--- src/rtl/f1_start_ctrl.sv ---
// F1 start-light controller: paces the light FSM, holds a random all-lights-on delay, then signals lights out.
// Optional reaction timer is built when F1_REACTION_TIMER_EN is defined.
module f1_start_ctrl #(
  parameter int PRE_W    = 16,
  parameter int DLY_BITS = 4
) (
  input  logic                clk,
  input  logic                rst,
  input  logic                trigger,
  input  logic [PRE_W-1:0]    n,
  input  logic                cmd_seq,
  input  logic                cmd_delay,
`ifdef F1_REACTION_TIMER_EN
  input  logic                react_btn,
  output logic [15:0]         react_time,
  output logic                react_valid,
`endif
  output logic                fsm_en,
  output logic                fsm_trigger,
  output logic                busy,
  output logic                lights_out,
  output logic [DLY_BITS:0]   delay_ticks
);

  localparam int DW = DLY_BITS + 1;

  typedef enum logic [1:0] {IDLE, SEQ, DELAY, REARM} state_t;

  state_t             state_q, state_d;
  logic [PRE_W-1:0]   presc_q, presc_d;
  logic [DW-1:0]      dcnt_q, dcnt_d;
  logic [DW-1:0]      dticks_q, dticks_d;
  logic [6:0]         lfsr_q;
  logic               trig_q;
  logic               tick, trig_rise;
  logic               en_c, ftrig_c, lo_c;
  logic [DW-1:0]      rand_dly;

  assign tick      = (presc_q == '0);
  assign trig_rise = trigger & ~trig_q;
  assign rand_dly  = {1'b0, lfsr_q[DLY_BITS-1:0]} + DW'(1);

  // NOTE: every variable assigned here gets a default first, so no path can infer a latch.
  always_comb begin
    state_d  = state_q;
    presc_d  = presc_q;
    dcnt_d   = dcnt_q;
    dticks_d = dticks_q;
    en_c     = 1'b0;
    ftrig_c  = 1'b0;
    lo_c     = 1'b0;
    case (state_q)
      IDLE: begin
        if (trig_rise) begin
          ftrig_c = 1'b1;
          en_c    = 1'b1;
          presc_d = n;
          state_d = SEQ;
        end
      end
      SEQ: begin
        // All-lights-on wins over a coincident tick so the light FSM is not advanced past it.
        if (cmd_delay && !cmd_seq) begin
          state_d  = DELAY;
          presc_d  = n;
          dticks_d = rand_dly;
          dcnt_d   = rand_dly;
        end else if (tick) begin
          en_c    = 1'b1;
          presc_d = n;
        end else begin
          presc_d = presc_q - PRE_W'(1);
        end
      end
      DELAY: begin
        if (tick) begin
          presc_d = n;
          if (dcnt_q <= DW'(1)) begin
            en_c    = 1'b1;
            lo_c    = 1'b1;
            state_d = REARM;
          end else begin
            dcnt_d = dcnt_q - DW'(1);
          end
        end else begin
          presc_d = presc_q - PRE_W'(1);
        end
      end
      REARM: begin
        if (!trigger) state_d = IDLE;
      end
      default: state_d = IDLE;
    endcase
  end

  // NOTE: sequential state uses non-blocking assignments so all registers update from pre-edge values.
  always_ff @(posedge clk) begin
    if (rst) begin
      state_q  <= IDLE;
      presc_q  <= '0;
      dcnt_q   <= '0;
      dticks_q <= '0;
      lfsr_q   <= 7'h01;
      trig_q   <= 1'b1;  // a trigger held through reset must not look like a rise
    end else begin
      state_q  <= state_d;
      presc_q  <= presc_d;
      dcnt_q   <= dcnt_d;
      dticks_q <= dticks_d;
      lfsr_q   <= {lfsr_q[5:0], lfsr_q[6] ^ lfsr_q[5]};
      trig_q   <= trigger;
    end
  end

  assign fsm_en      = en_c & ~rst;
  assign fsm_trigger = ftrig_c & ~rst;
  assign lights_out  = lo_c & ~rst;
  assign busy        = (state_q != IDLE) & ~rst;
  assign delay_ticks = dticks_q;

`ifdef F1_REACTION_TIMER_EN
  logic        btn_q, running;
  logic [15:0] rcnt, rcnt_inc;

  assign rcnt_inc = (rcnt == 16'hFFFF) ? rcnt : rcnt + 16'd1;

  // The latched value is rcnt_inc so a press k cycles after lights_out reads back as k.
  always_ff @(posedge clk) begin
    if (rst) begin
      btn_q       <= 1'b1;
      running     <= 1'b0;
      rcnt        <= '0;
      react_time  <= '0;
      react_valid <= 1'b0;
    end else begin
      btn_q <= react_btn;
      if (ftrig_c) begin
        running     <= 1'b0;
        react_valid <= 1'b0;
      end else if (lo_c) begin
        rcnt    <= '0;
        running <= 1'b1;
      end else if (running) begin
        if (react_btn && !btn_q) begin
          running     <= 1'b0;
          react_time  <= rcnt_inc;
          react_valid <= 1'b1;
        end else begin
          rcnt <= rcnt_inc;
        end
      end
    end
  end
`endif

endmodule

--- config.mk ---
export PLATFORM = sky130hd
export DESIGN_NAME = f1_start_ctrl
export DESIGN_NICKNAME = d
export VERILOG_FILES = /design/src/rtl/f1_start_ctrl.sv
export SDC_FILE = /design/constraint.sdc
export NUM_CORES = 1
export LEC_CHECK = 0
export ABC_AREA = 1
export CAP_MARGIN = 20
export CORE_MARGIN = 3
export CORE_UTILIZATION = 38
export DETAILED_ROUTE_END_ITERATION = 7
export PLACE_DENSITY_LB_ADDON = 0.25
export RECOVER_POWER = 25
export SYNTH_ARGS = -nofsm -noshare
export SYNTH_HDL_FRONTEND = slang
export SYNTH_SLANG_ARGS = --single-unit
--- constraint.sdc ---
create_clock -name clk -period 4 [get_ports clk]
set_input_delay 0.8 -clock clk [delete_from_list [all_inputs] [get_ports clk]]
set_output_delay 0.8 -clock clk [all_outputs]
set_load 0.1 [all_outputs]
; ---- Word level (Yosys, flattened, before mapping)
; Cells that the tools add are included.
[word_totals]
regBits = 36
inputBits = 21
output_inout_bits = 9
word_cells = 60
[op_classes]
addsub = 3
n_lt_le_gt_ge = 1
n_eq_ne = 9
n_mux = 22
n_bitwise = 8
reduce_logical = 11
[ops]
columns = cell, count
row1 = two-way mux 16 bit, 3
row2 = one-hot mux 16 bit (3 select lines), 1
row3 = zero test 16 bit, 1
row4 = subtractor 16 x 1 -> 16 bit (second input constant), 1
row5 = two-way mux 5 bit, 3
row6 = inequality test 2 bit (second input constant), 6
row7 = two-way mux 2 bit, 5
row8 = one-hot mux 5 bit (2 select lines), 1
row9 = one-hot mux 2 bit (4 select lines), 1
row10 = two-way mux 1 bit, 7
row11 = adder 4 x 1 -> 5 bit (second input constant), 1
row12 = bitwise AND 1 bit, 5
row13 = <= comparator 5 x 1 -> 1 bit (second input constant), 1
row14 = AND reduction 5 bit, 1
row15 = subtractor 5 x 1 -> 5 bit (second input constant), 1
row16 = equality test 2 bit (second input constant), 2
row17 = AND reduction 2 bit, 2
row18 = AND reduction 4 bit, 1
row19 = nonzero test 2 bit, 2
row20 = one-hot mux 1 bit (3 select lines), 1
row21 = nonzero test 3 bit, 1
row22 = equality test 2 x 1 -> 1 bit (second input constant), 1
row23 = zero test 2 bit, 1
row24 = NOT 1 bit, 2
row25 = 3 further kinds, 3

; ---- Logic depth before layout (Yosys ltp)
; Gate-level depths: netlist of the first run.
[logic_depth]
ltp_word = 5
depth_mapped = 11
depth_no_buf = 11

; ---- Worst setup path after synthesis of the first run
; Ideal clock, no wire load.
[synth_timing]
path_kind = input port to output port
start = in rst
end = out lights_out
arrival_time_ps = 3910
required_ps = 3200
path_slack_ps = -710
cell_stages = 2
path_buffers = 1
cell_sequence = clkbuf_1 > nor4_1
[synth_via]
elab_chain_len = 2
[synth_lines]
columns = element, line
row1 = "start, declared", 8  ; input logic rst,
row2 = NOT 1 bit, 117  ; assign lights_out = lo_c & ~rst;
row3 = bitwise AND 1 bit, 117
row4 = "end, declared", 21  ; output logic lights_out,
; No other way between the ends.

; ---- Worst setup path after layout of the first run
[layout_timing]
start = reg state_q[1]
end = out fsm_en
[layout_via]
elab_chain_len = 3
word_cells_on_any_way = 5
cone_classes = 2 x eq/ne / 1 x mux / 1 x bitwise / 1 x reduce/logical
[layout_lines]
columns = element, line
row1 = "start, declared", 29  ; state_t state_q, state_d;
row2 = "start signal, assigned", 106  ; state_q <= state_d;
row3 = equality test 2 bit (tied with other cells), 52  ; case (state_q)
row4 = one-hot mux 1 bit (3 select lines) *, 52
row5 = bitwise AND 1 bit *, 115  ; assign fsm_en = en_c & ~rst;
row6 = "end, declared", 18  ; output logic fsm_en,
; Mark *: on every way between the ends. The rest lies on a longest branch, timed or not.

==> impl_results.md, run 1 <==
- Status: complete, no violations
- First-pass GRT wire length: roughly 10 mm
- Post-CTS sizing: 0
- Mapped Nets: 400
- Remaining Overflow, GRT: 0
- Highest clock rate: ~0.35 GHz
- Crit Path Category: reg2out
- Layout cells sized above 1: 8.79%
- PwrDens: between 800 and 900 nW/µm²
- Sequential element share of the synthesized area: 29.9%
- Gate power share: a little over three fifths
- Main synth FF type: dfxtp_1
- Crit path capture type: output port
- Via count: around 2400
- Vias in the first global route: 2292
- Seq cells post-synth: 36
- Count of pins over their slew limit: 0
- Critical Path Most Common Cell: inv_1
- Antenna violations before repair: 0
- Horiz. Die Dim: 85.6 µm
- Critical Path Source Type: register
- Hold WC Path Type: reg2reg
- Area grow syn2layout: 18.1%
- Mapped Area: between 2000 and 2500 µm²
- Worst path max stage delay: around 0.43 ns
- CTS tree: done
- Post-CTS setup buffer count: 0
- Clock Power Share: a little under an eighth
- Largest family of logic cells by synthesized area: simple AND/OR/NAND/NOR gates
- Avg Cell Area, Syn: ~6.5 µm²
- Int Power: 1090 µW
- Switching Fraction: a little over half
- Worst EP required: 3.20 ns
- Post-route DRC: 0
- Post-layout min period: about 2.9 ns
- Post-Route Skew: about 0.0074 ns
- Synth top area cells: dfxtp_1 30%, nand2_1 12%, a21oi_1 8.3%, nor2_1 6.9%, inv_1 6.2%
- Final Cycle Share: approximately 72%
- Root buffer cell: clkbuf_8
- Ant diodes: 0
- Pin count of the biggest net entering global routing: 23
- Placed Cells: between 400 and 500
- Worst-margin pin slew: roughly 0.97 ns
- Die height: roughly 86 µm
- Unrepaired setup endpoints after global routing: false
- Pre-antenna DRT Iters: 4
- Final setup viols: 0
- Xor and xnor area share after synthesis: roughly 4%
- Clock Latency Late Sink: 0.30 ns
- CTS max path bufs: 2
- Cell family with most CP delay: buffers and inverters
- Post-synthesis adder-cell area fraction: roughly 5.2%
- Max_slew headroom: ~35%
- Mapped Cells: 369
- CP arrival: ~2.1 ns
- Mux contribution to synthesized area: 0%
- Yosys top cell by area: dfxtp_1
- Routability-driven placement congestion ratio: 0.851
- Post-detailed-route count of antenna-violating nets: 0
- # port buffers: 29
- Vias per inst: about 5
- Clk pin slew, worst setup/hold paths: around 0.08 ns
- Reg power frac: 25.5%
- Count of cell types in the netlist: 33
- Max cap viols: 0
- Wirelength per Cell: approximately 13 µm
- Post-synth ARST share: 0%
- Hold buffers post-CTS: 0
- Final Non-Filler Cells: approximately 470
- Hold Violations, Final: 0
- Buffers & Inverters on Critical Path: 3
- Yosys warnings: 0
- Sw power: around 1300 µW
- Setup_tns: 0 ns
- Synth Area in Simple Gates: between 30% and 40%
- Max IR drop VDD: roughly 0.00037 V
- Standby leakage power: around 0.0013 µW
- CP Max Fanout: 11
- Clk sinks: 36
- Initial Util: approximately 40%
- Util after Layout: between 40% and 50%
- Dpl hpwl: 4.37 mm
- Post-Route WL: roughly 6.1 mm
- Number of flops mapped to enable cells by yosys: 0
- Fin nets: 428
- Core Area: between 6000 and 7000 µm²
- IO Count: 30
- CP Cell Sequence: ha_1, inv_1, nor3_1, o21ai_1, inv_1, buf_4
- DRT iter0 DRCs: 182
- Die area: 7330 µm²
- Total GRT Usage: roughly 18%
- Yosys top cell area share: between 20% and 30%
- Compound-cell area share of the yosys netlist: a little under a fifth
- Row count: 28
- Critical-path top delay cell: dfxtp_1
- CTS H-tree depth: 2
- TritonCTS Buffers: 5
synth_stat cells (4+ instances only):
library cell,n
nand2_2,4
nor2_4,8
nand2_1,78
o21ai_0,30
inv_1,40
inv_2,5
nand3_1,23
a21oi_1,40
dfxtp_1,36
clkbuf_1,4
xor2_1,8
ha_1,10
nor2_1,44
o21ai_1,10
final cells by class:
type                    instances  area (µm²)
well taps                      75        93.8
clock buffers                   7        86.3
flip-flops and latches         36         721
clock inverters                 1        7.51
multi-input cells             279        1480
repair buffers                 30         284
fillers                       635        3180
inverters                      45         169
path summary, 6_finish.rpt:
check,startpoint,endpoint,slack (ns),cells after the start
max,state_q[1],fsm_en,1.13,6
min,lfsr_q[4],lfsr_q[5],0.41,2
max reg2reg,state_q[0],presc_q[3],1.78,8
min reg2reg,lfsr_q[4],lfsr_q[5],0.41,2
kinds of logic (layout without fill, tap and decap cells):
kind of cell,count (synthesis),after routing
buf+inv,54,83
fa+ha+maj,10,10
flops,36,36
simple gates,171,171
compound gates,87,87
xor+xnor,11,11
layout by cell type (no fill, tap or decap), types with 2 or more instances in the layout:
cell type / count
a21oi_1: 40
buf_4: 4
clkbuf_1: 2
clkbuf_8: 6
clkdlybuf4s50_1: 24
dfxtp_1: 36
ha_1: 10
inv_1: 41
inv_2: 4
nand2_1: 78
nand2_2: 4
nand3_1: 23
nand3b_1: 2
nand4_1: 2
nor2_1: 44
nor2_2: 2
nor2_4: 8
nor3_1: 3
o211ai_1: 2
o21ai_0: 30
o21ai_1: 10
xnor2_1: 3
xor2_1: 8
registers in the layout, summed over array words and instances, names as in the netlist:
name         count
delay_ticks      5
presc_q         16
dcnt_q           5
lfsr_q           7
trig_q           1
state_q          2
power by group through the flow:
| stage | combinational [µW] | sequential, µW | clock [µW] |
|---|---|---|---|
| 6_report | 1470 | 597 | 280 |
| 5_1_grt | 1660 | 616 | 304 |
| 4_1_cts | 1470 | 596 | 286 |
| 3_5_place_dp | 1450 | 602 | 0 |
| 3_3_place_gp | 1440 | 599 | 0 |
| 2_1_floorplan | 1140 | 609 | 0 |
worst reg2reg max path: stages, from the launching register on:
cell and delay, ns:
dfxtp_1 0.42, inv_1 0.09, ha_1 0.26, o21ai_1 0.09, nand2_1 0.42, inv_1 0.55, o21ai_1 0.15, inv_2 0.06
a21oi_1 0.06
metrics by stage:
step | hold slack (ns) | cell area (µm²) | setup slack (ns) | power (µW)
after floorplan | 0.388 | 2420 | 0.464 | 1750
after global placement | 0.394 | 2760 | 1.19 | 2040
after detailed placement | 0.396 | 2760 | 1.18 | 2050
after CTS | 0.406 | 2850 | 1.13 | 2350
after global routing | 0.462 | 2850 | 0.924 | 2580
final | 0.405 | 2850 | 1.13 | 2340
metal layers:
metal / GRT usage [%] / vias to the layer above / part of all wire [%] / wire length, µm
li1: - / 1252 / - / -
met1: 23.6 / 1117 / 49 / 2980
met2: 28.2 / 46 / 46 / 2820
met3: 3.46 / 6 / 4.1 / 251
met4: 6.19 / 0 / 1.1 / 70
met5: 0 / - / 0 / 0
(Power assumes the default switching activity.)
==> run 2, diff against run 1 <==
==> constraint.sdc (replaced) <==
create_clock -name clk -period 3 [get_ports clk]
set_input_delay 0.6 -clock clk [delete_from_list [all_inputs] [get_ports clk]]
set_output_delay 0.6 -clock clk [all_outputs]
set_load 0.1 [all_outputs]
==> run 2 against run 1 <==
Net effect: flip-flop and latch count did not move; largest cell class unchanged; routed wire length decreased by 1.6%; worst hold slack gained 0.021 ns; die area is the same; first-iteration DRC count is 32% lower; design area is 1.8% higher; worst setup slack worse by 0.71 ns; register-to-register slack lost 0.85 ns.
==> impl_results.md, run 2 (synthesis gave the netlist of run 1 again) <==
- Pin count of the biggest net entering global routing: 23 (unchanged)
- PwrDens: 1110 nW/µm² (was 823 nW/µm²)
- Pre-antenna DRT Iters: 4 (unchanged)
- Reg power frac: 24.8% (was 25.5%)
- Sw power: 1680 µW (was 1250 µW)
- Register with the most flip-flops: presc_q (unchanged)
- Hold Violations, Final: 0 (unchanged)
- Fillers: 622 (was 635)
- Worst-margin pin slew: 1.17 ns (was 0.966 ns)
- Critical-path top delay cell: dfxtp_1 (unchanged)
- DRT iter0 DRCs: 123 (was 182)
- Die area: 7330 µm² (unchanged)
- Critical Path Source Type: register (unchanged)
- Root buffer cell: clkbuf_8 (unchanged)
- Clk pin slew, worst setup/hold paths: 0.07 ns (was 0.08 ns)
- Final Non-Filler Cells: 474 (was 473)
- Standby leakage power: 0.00130 µW (was 0.00128 µW)
- Max IR drop VDD: 0.000460 V (was 0.000368 V)
- Worst path max stage delay: 0.33 ns (was 0.43 ns)
- Post-layout min period: 2.58 ns
- Fin nets: 429 (was 428)
- Most frequent cells in the layout: 78 x nand2_1, 44 x nor2_1, 40 x inv_1, 40 x a21oi_1, 36 x dfxtp_1 (was 78 x nand2_1, 44 x nor2_1, 41 x inv_1)
- Max reg flops: 16 (unchanged)
- Final setup viols: 0 (unchanged)
- Clock Latency Late Sink: 0.29 ns (was 0.30 ns)
- Wirelength per Cell: 12.7 µm (was 12.9 µm)
- Clock Power Share: 13.3% (was 11.9%)
- Status: complete, no violations (unchanged)
- Hold buffers post-CTS: 0 (unchanged)
- CP Cell Sequence: inv_1, ha_1, nand2_1, nor2_2, nand3_4, nor3_1, o21ai_1, inv_1, buf_12 (was ha_1, inv_1, nor3_1, o21ai_1, inv_1, buf_4)
- CTS max path bufs: 2 (unchanged)
- First-pass GRT wire length: 10.6 mm (was 10.5 mm)
- TritonCTS Buffers: 5 (unchanged)
- Die height: 85.6 µm (unchanged)
- CTS tree: done (unchanged)
- Via count: 2411 (was 2421)
- Crit path capture type: output port (unchanged)
- Dpl hpwl: 4.43 mm (was 4.37 mm)
- Vias in the first global route: 2281 (was 2292)
- Core Area: 6030 µm² (unchanged)
- Horiz. Die Dim: 85.6 µm (unchanged)
- Int Power: 1530 µW (was 1090 µW)
- Clk sinks: 36 (unchanged)
- CTS H-tree depth: 2 (unchanged)
- CP Max Fanout: 17 (was 11)
- Top Registers: presc_q (16), lfsr_q (7) (unchanged)
- Antenna violations before repair: 0 (unchanged)
- Area grow syn2layout: 20.2% (was 18.1%)
- Switching Fraction: 52.2% (was 53.5%)
- Post-route DRC: 0 (unchanged)
- Remaining Overflow, GRT: 0 (unchanged)
- R2R setup slack: 0.93 ns (was 1.78 ns)
- Unrepaired setup endpoints after global routing: false (unchanged)
- Setup_tns: 0 ns (unchanged)
- Max cap viols: 0 (unchanged)
- Final Cycle Share: a little under nine tenths
- Post-CTS sizing: 0 (unchanged)
- Vias per inst: 5.09 (was 5.12)
- Worst EP required: 2.40 ns (was 3.20 ns)
- Post-CTS setup buffer count: 0 (unchanged)
- Critical Path Most Common Cell: inv_1 (unchanged)
- Post-Route WL: 6.02 mm (was 6.12 mm)
- Initial Util: 40.0% (unchanged)
- Highest clock rate: a little under 0.4 GHz
- Ant diodes: 0 (unchanged)
- Count of pins over their slew limit: 0 (unchanged)
- Layout cells sized above 1: 9.52% (was 8.79%)
- Reg2reg path depth: 9 (was 8)
- CP arrival: 1.98 ns (was 2.07 ns)
- Max_slew headroom: 22.5% (was 35.4%)
- Row count: 28 (unchanged)
- Worst Hold Depth: 2 (unchanged)
- # port buffers: 29 (unchanged)
- Post-detailed-route count of antenna-violating nets: 0 (unchanged)
- Placed Cells: 466 (was 465)
- Total GRT Usage: 17.8% (was 17.6%)
- Routability-driven placement congestion ratio: 0.852 (was 0.851)
- Post-Route Skew: 0.00434 ns (was 0.00739 ns)
- Hold WC Path Type: reg2reg (unchanged)
- Gate power share: 62.0% (was 62.6%)
- IO Count: 30 (unchanged)
- Crit Path Category: reg2out (unchanged)
- Commonest non-fill, non-tap cell in the layout: nand2_1 (unchanged)
==> run 2: changes by cell type in the layout (fill, tap and decap cells not counted), sizes merged <==
cell           previous run  this run
clkinvlp                  1         0
clkinv                    0         1
clkdlybuf4s50            24        19
buf                       4         6
clkbuf                    8        11
bufinv                    0         1
==> run 2: layout make-up <==
| cell class | count | area, µm² | share of cell area, % |
|---|---|---|---|
| timing repair buffer | 31 | 314 | 10.8 |
| tap | 75 | 93.8 | 3.24 |
| multi-input combinational | 279 | 1490 | 51.5 |
| inverter | 45 | 169 | 5.83 |
| clock inverter | 2 | 35.0 | 1.21 |
| clock buffer | 6 | 72.6 | 2.50 |
| sequential | 36 | 721 | 24.9 |
==> run 2: power groups by stage <==
stage	clock network, µW	logic [µW]	registers [µW]
2_1_floorplan	0	1530	812
3_3_place_gp	0	1950	802
3_5_place_dp	0	1990	805
4_1_cts	439	2000	795
5_1_grt	458	2260	820
6_report	425	1990	795
==> run 2: final timing paths <==
check             startpoint         end
setup / recovery  presc_q[0]      fsm_en
hold / removal     lfsr_q[4]   lfsr_q[5]
setup reg to reg  state_q[1]  presc_q[3]
hold reg to reg    lfsr_q[4]   lfsr_q[5]
==> run 2: routing by layer <==
| metal | vias to the layer above | share of wire, % | track usage [%] |
|---|---|---|---|
| met3 | 12 | 3.6 | 3.17 |
| met5 | - | 0 | 0 |
| li1 | 1256 | - | - |
| met4 | 0 | 2.0 | 6.47 |
| met2 | 46 | 47 | 29.9 |
| met1 | 1097 | 47 | 22.9 |
==> run 2: worst max-delay path: cells and delay by family (launching register included) <==
kind | cells | cell delay (ns)
DFF | 1 | 0.33
and+or+nand+nor | 4 | 0.71
AOI/OAI and AO/OA | 1 | 0.08
buffers and inverters | 3 | 0.39
adders and majority gates | 1 | 0.20
==> run 2: through the flow <==
stage | hold WS, ns | setup WS (ns) | area [µm²] | power (µW) | util, %
5_1_grt | 0.460 | 0.222 | 2900 | 3540 | 48.1
2_1_floorplan | 0.388 | 0.0941 | 2420 | 2340 | -
3_3_place_gp | 0.407 | 0.640 | 2810 | 2760 | 46.6
4_1_cts | 0.427 | 0.388 | 2920 | 3230 | 48.4
6_report | 0.426 | 0.421 | 2900 | 3210 | 48.1
3_5_place_dp | 0.410 | 0.634 | 2810 | 2790 | 46.6
==> run 3, diff against run 2 <==
--- a/config.mk
+++ b/config.mk
@@ -9,8 +9,8 @@
 export CAP_MARGIN = 20
 export CORE_MARGIN = 3
 export CORE_UTILIZATION = 38
+export CTS_CLUSTER_DIAMETER = 50
 export DETAILED_ROUTE_END_ITERATION = 7
-export PLACE_DENSITY_LB_ADDON = 0.25
 export RECOVER_POWER = 25
 export SYNTH_ARGS = -nofsm -noshare
 export SYNTH_HDL_FRONTEND = slang
==> run 3 against run 2 <==
Net effect: clock power increased by 2%; worst hold slack got worse by 0.017 ns; register-to-register slack better by 0.02 ns; maximum frequency fell by 0.87%; sequential share of layout area barely moved; largest cell class unchanged; sequential power barely moved; cell count unchanged; design area down 0.13%; flip-flop and latch count unchanged; routed wire length up 2.2%; critical path depth is the same; worst setup slack worse by 0.023 ns.
==> impl_results.md, run 3 (synthesis gave the netlist of run 1 again) <==
- Status: complete, no violations (unchanged)
- Worst Hold Depth: 2 (unchanged)
- Max IR drop VDD: 0.000539 V (was 0.000460 V)
- Routability-driven placement congestion ratio: 0.821 (was 0.852)
- Horiz. Die Dim: 85.6 µm (unchanged)
- Root buffer cell: clkbuf_8 (unchanged)
- Pre-CTS setup slack: 0.508 ns (was 0.634 ns)
- IO Count: 30 (unchanged)
- Antenna violations before repair: 0 (unchanged)
- PwrDens: 1110 nW/µm² (about the same)
- Clock Latency Late Sink: 0.29 ns (about the same)
- Multi-input gate area: 1490 µm² (unchanged)
- CP Max Fanout: 17 (unchanged)
- Post-route DRC: 0 (unchanged)
- Vias in the first global route: 2224 (was 2281)
- CTS tree: done (unchanged)
- Crit Path Category: reg2out (unchanged)
- Final setup viols: 0 (unchanged)
- Hold_sp: lfsr_q[4] (unchanged)
- Ant diodes: 0 (unchanged)
- Worst EP required: 2.40 ns (about the same)
- Standby leakage power: 0.00129 µW (was 0.00130 µW)
- Final Cycle Share: 86.7% (was 86.0%)
- Commonest non-fill, non-tap cell in the layout: nand2_1 (unchanged)
- Post-Route WL: 6.16 mm (was 6.02 mm)
- Post-layout min period: 2.60 ns (was 2.58 ns)
- Die height: 85.6 µm (unchanged)
- Dpl cell area: 2810 µm² (unchanged)
- Row count: 28 (unchanged)
- Pin count of the biggest net entering global routing: 23 (unchanged)
- Pre-antenna DRT Iters: 4 (unchanged)
- First-pass GRT wire length: 10.4 mm (was 10.6 mm)
- Hold WC Path Type: reg2reg (unchanged)
- Fin area: 2890 µm² (was 2900 µm²)
- Fin nets: 429 (unchanged)
- Worst R2R Start: state_q[0] (was state_q[1])
- R2R setup slack: 0.95 ns (was 0.93 ns)
- Reg2reg path depth: 10 (was 9)
- CTS max path bufs: 2 (unchanged)
- Clk sinks: 36 (unchanged)
- Setup_tns: 0 ns (unchanged)
- Remaining Overflow, GRT: 0 (unchanged)
- Area grow syn2layout: 20.1% (was 20.2%)
- Post-CTS sizing: 0 (unchanged)
- Placed Cells: 466 (unchanged)
- CTS H-tree depth: 2 (unchanged)
- DRT iter0 DRCs: 71 (was 123)
- Hold buffers post-CTS: 0 (unchanged)
- Final Non-Filler Cells: 474 (unchanged)
- Max reg flops: 16 (unchanged)
- Dpl hpwl: 4.45 mm (was 4.43 mm)
- FF+latch area: 721 µm² (unchanged)
- Count of pins over their slew limit: 0 (unchanged)
- Core Area: 6030 µm² (unchanged)
- Max cap viols: 0 (unchanged)
- Fillers: 616 (was 622)
- Top Registers: presc_q (16), lfsr_q (7) (unchanged)
- Die area: 7330 µm² (unchanged)
- Critical Path Source Type: register (unchanged)
- Post-Route Skew: 0.00547 ns (was 0.00434 ns)
- Crit path capture type: output port (unchanged)
- # port buffers: 29 (unchanged)
- Wirelength per Cell: 13.0 µm (was 12.7 µm)
- Vias per inst: 5.05 (was 5.09)
- Post-CTS setup buffer count: 0 (unchanged)
- Post-detailed-route count of antenna-violating nets: 0 (unchanged)
- Highest clock rate: 0.384 GHz (was 0.388 GHz)
- CP arrival: 2.00 ns (was 1.98 ns)
- Layout cells sized above 1: 9.27% (was 9.52%)
- Initial Util: 40.0% (unchanged)
- Final worst slack: 0.398 ns (was 0.421 ns)
- Hold Violations, Final: 0 (unchanged)
- Via count: 2393 (was 2411)
- Register with the most flip-flops: presc_q (unchanged)
- TritonCTS Buffers: 5 (unchanged)
- Unrepaired setup endpoints after global routing: false (unchanged)
- Hold EP: lfsr_q[5] (unchanged)
- Total GRT Usage: 17.4% (was 17.8%)
- Worst-margin pin slew: 1.18 ns (was 1.17 ns)
- Crit Reg-Reg Endpoint: presc_q[3] (unchanged)
- Most frequent cells in the layout: 78 x nand2_1, 44 x nor2_1, 40 x inv_1, 40 x a21oi_1, 36 x dfxtp_1 (unchanged)
- Util after Layout: 48.0% (was 48.1%)
- Max_slew headroom: 21.8% (was 22.5%)
- Clk pin slew, worst setup/hold paths: 0.08 ns (was 0.07 ns)
run 3: routing by layer:
metal | GRT usage [%] | part of all wire, % | vias to the layer above
li1 | - | - | 1252
met1 | 23.5 | 50 | 1102
met2 | 28.4 | 46 | 32
met3 | 2.69 | 2.8 | 7
met4 | 6.04 | 1.5 | 0
met5 | 0 | 0 | -
run 3: area by class of cell:
type / count / share of cell area [%]
Clock buffer: 6 / 2.51
Clock inverter: 2 / 1.21
Inverter: 45 / 5.84
Multi-Input combinational cell: 279 / 51.6
Sequential cell: 36 / 24.9
Tap cell: 75 / 3.24
Timing Repair Buffer: 31 / 10.7
run 3: worst max-delay path, stage by stage, from the launching register on:
cell     delay, ns
dfxtp_1       0.33
inv_1         0.12
ha_1          0.21
nand2_1       0.08
nor2_2        0.15
nand3_4       0.26
o21ai_1       0.21
o21ai_1       0.09
inv_1         0.09
buf_12        0.18
run 3: power breakdown:
| part | switching [µW] | internal, µW |
|---|---|---|
| Clock | 186 | 247 |
| Combinational | 1320 | 668 |
| Sequential | 178 | 615 |
| Total | 1680 | 1530 |
run 3: per-stage QoR:
stage	total power, µW	hold slack, ns
CTS	3240	0.411
global placement	2770	0.402
global route	3530	0.452
floorplan	2340	0.388
detailed placement	2790	0.400
finish	3210	0.409
run 3: worst max-delay path by stage:
stage / from / to / cells past startpoint
floorplan: rst / fsm_trigger / 3
global placement: rst / lights_out / 3
detailed placement: rst / lights_out / 3
CTS: presc_q[0] / fsm_en / 9
global route: presc_q[0] / fsm_en / 9
finish: presc_q[0] / fsm_en / 9
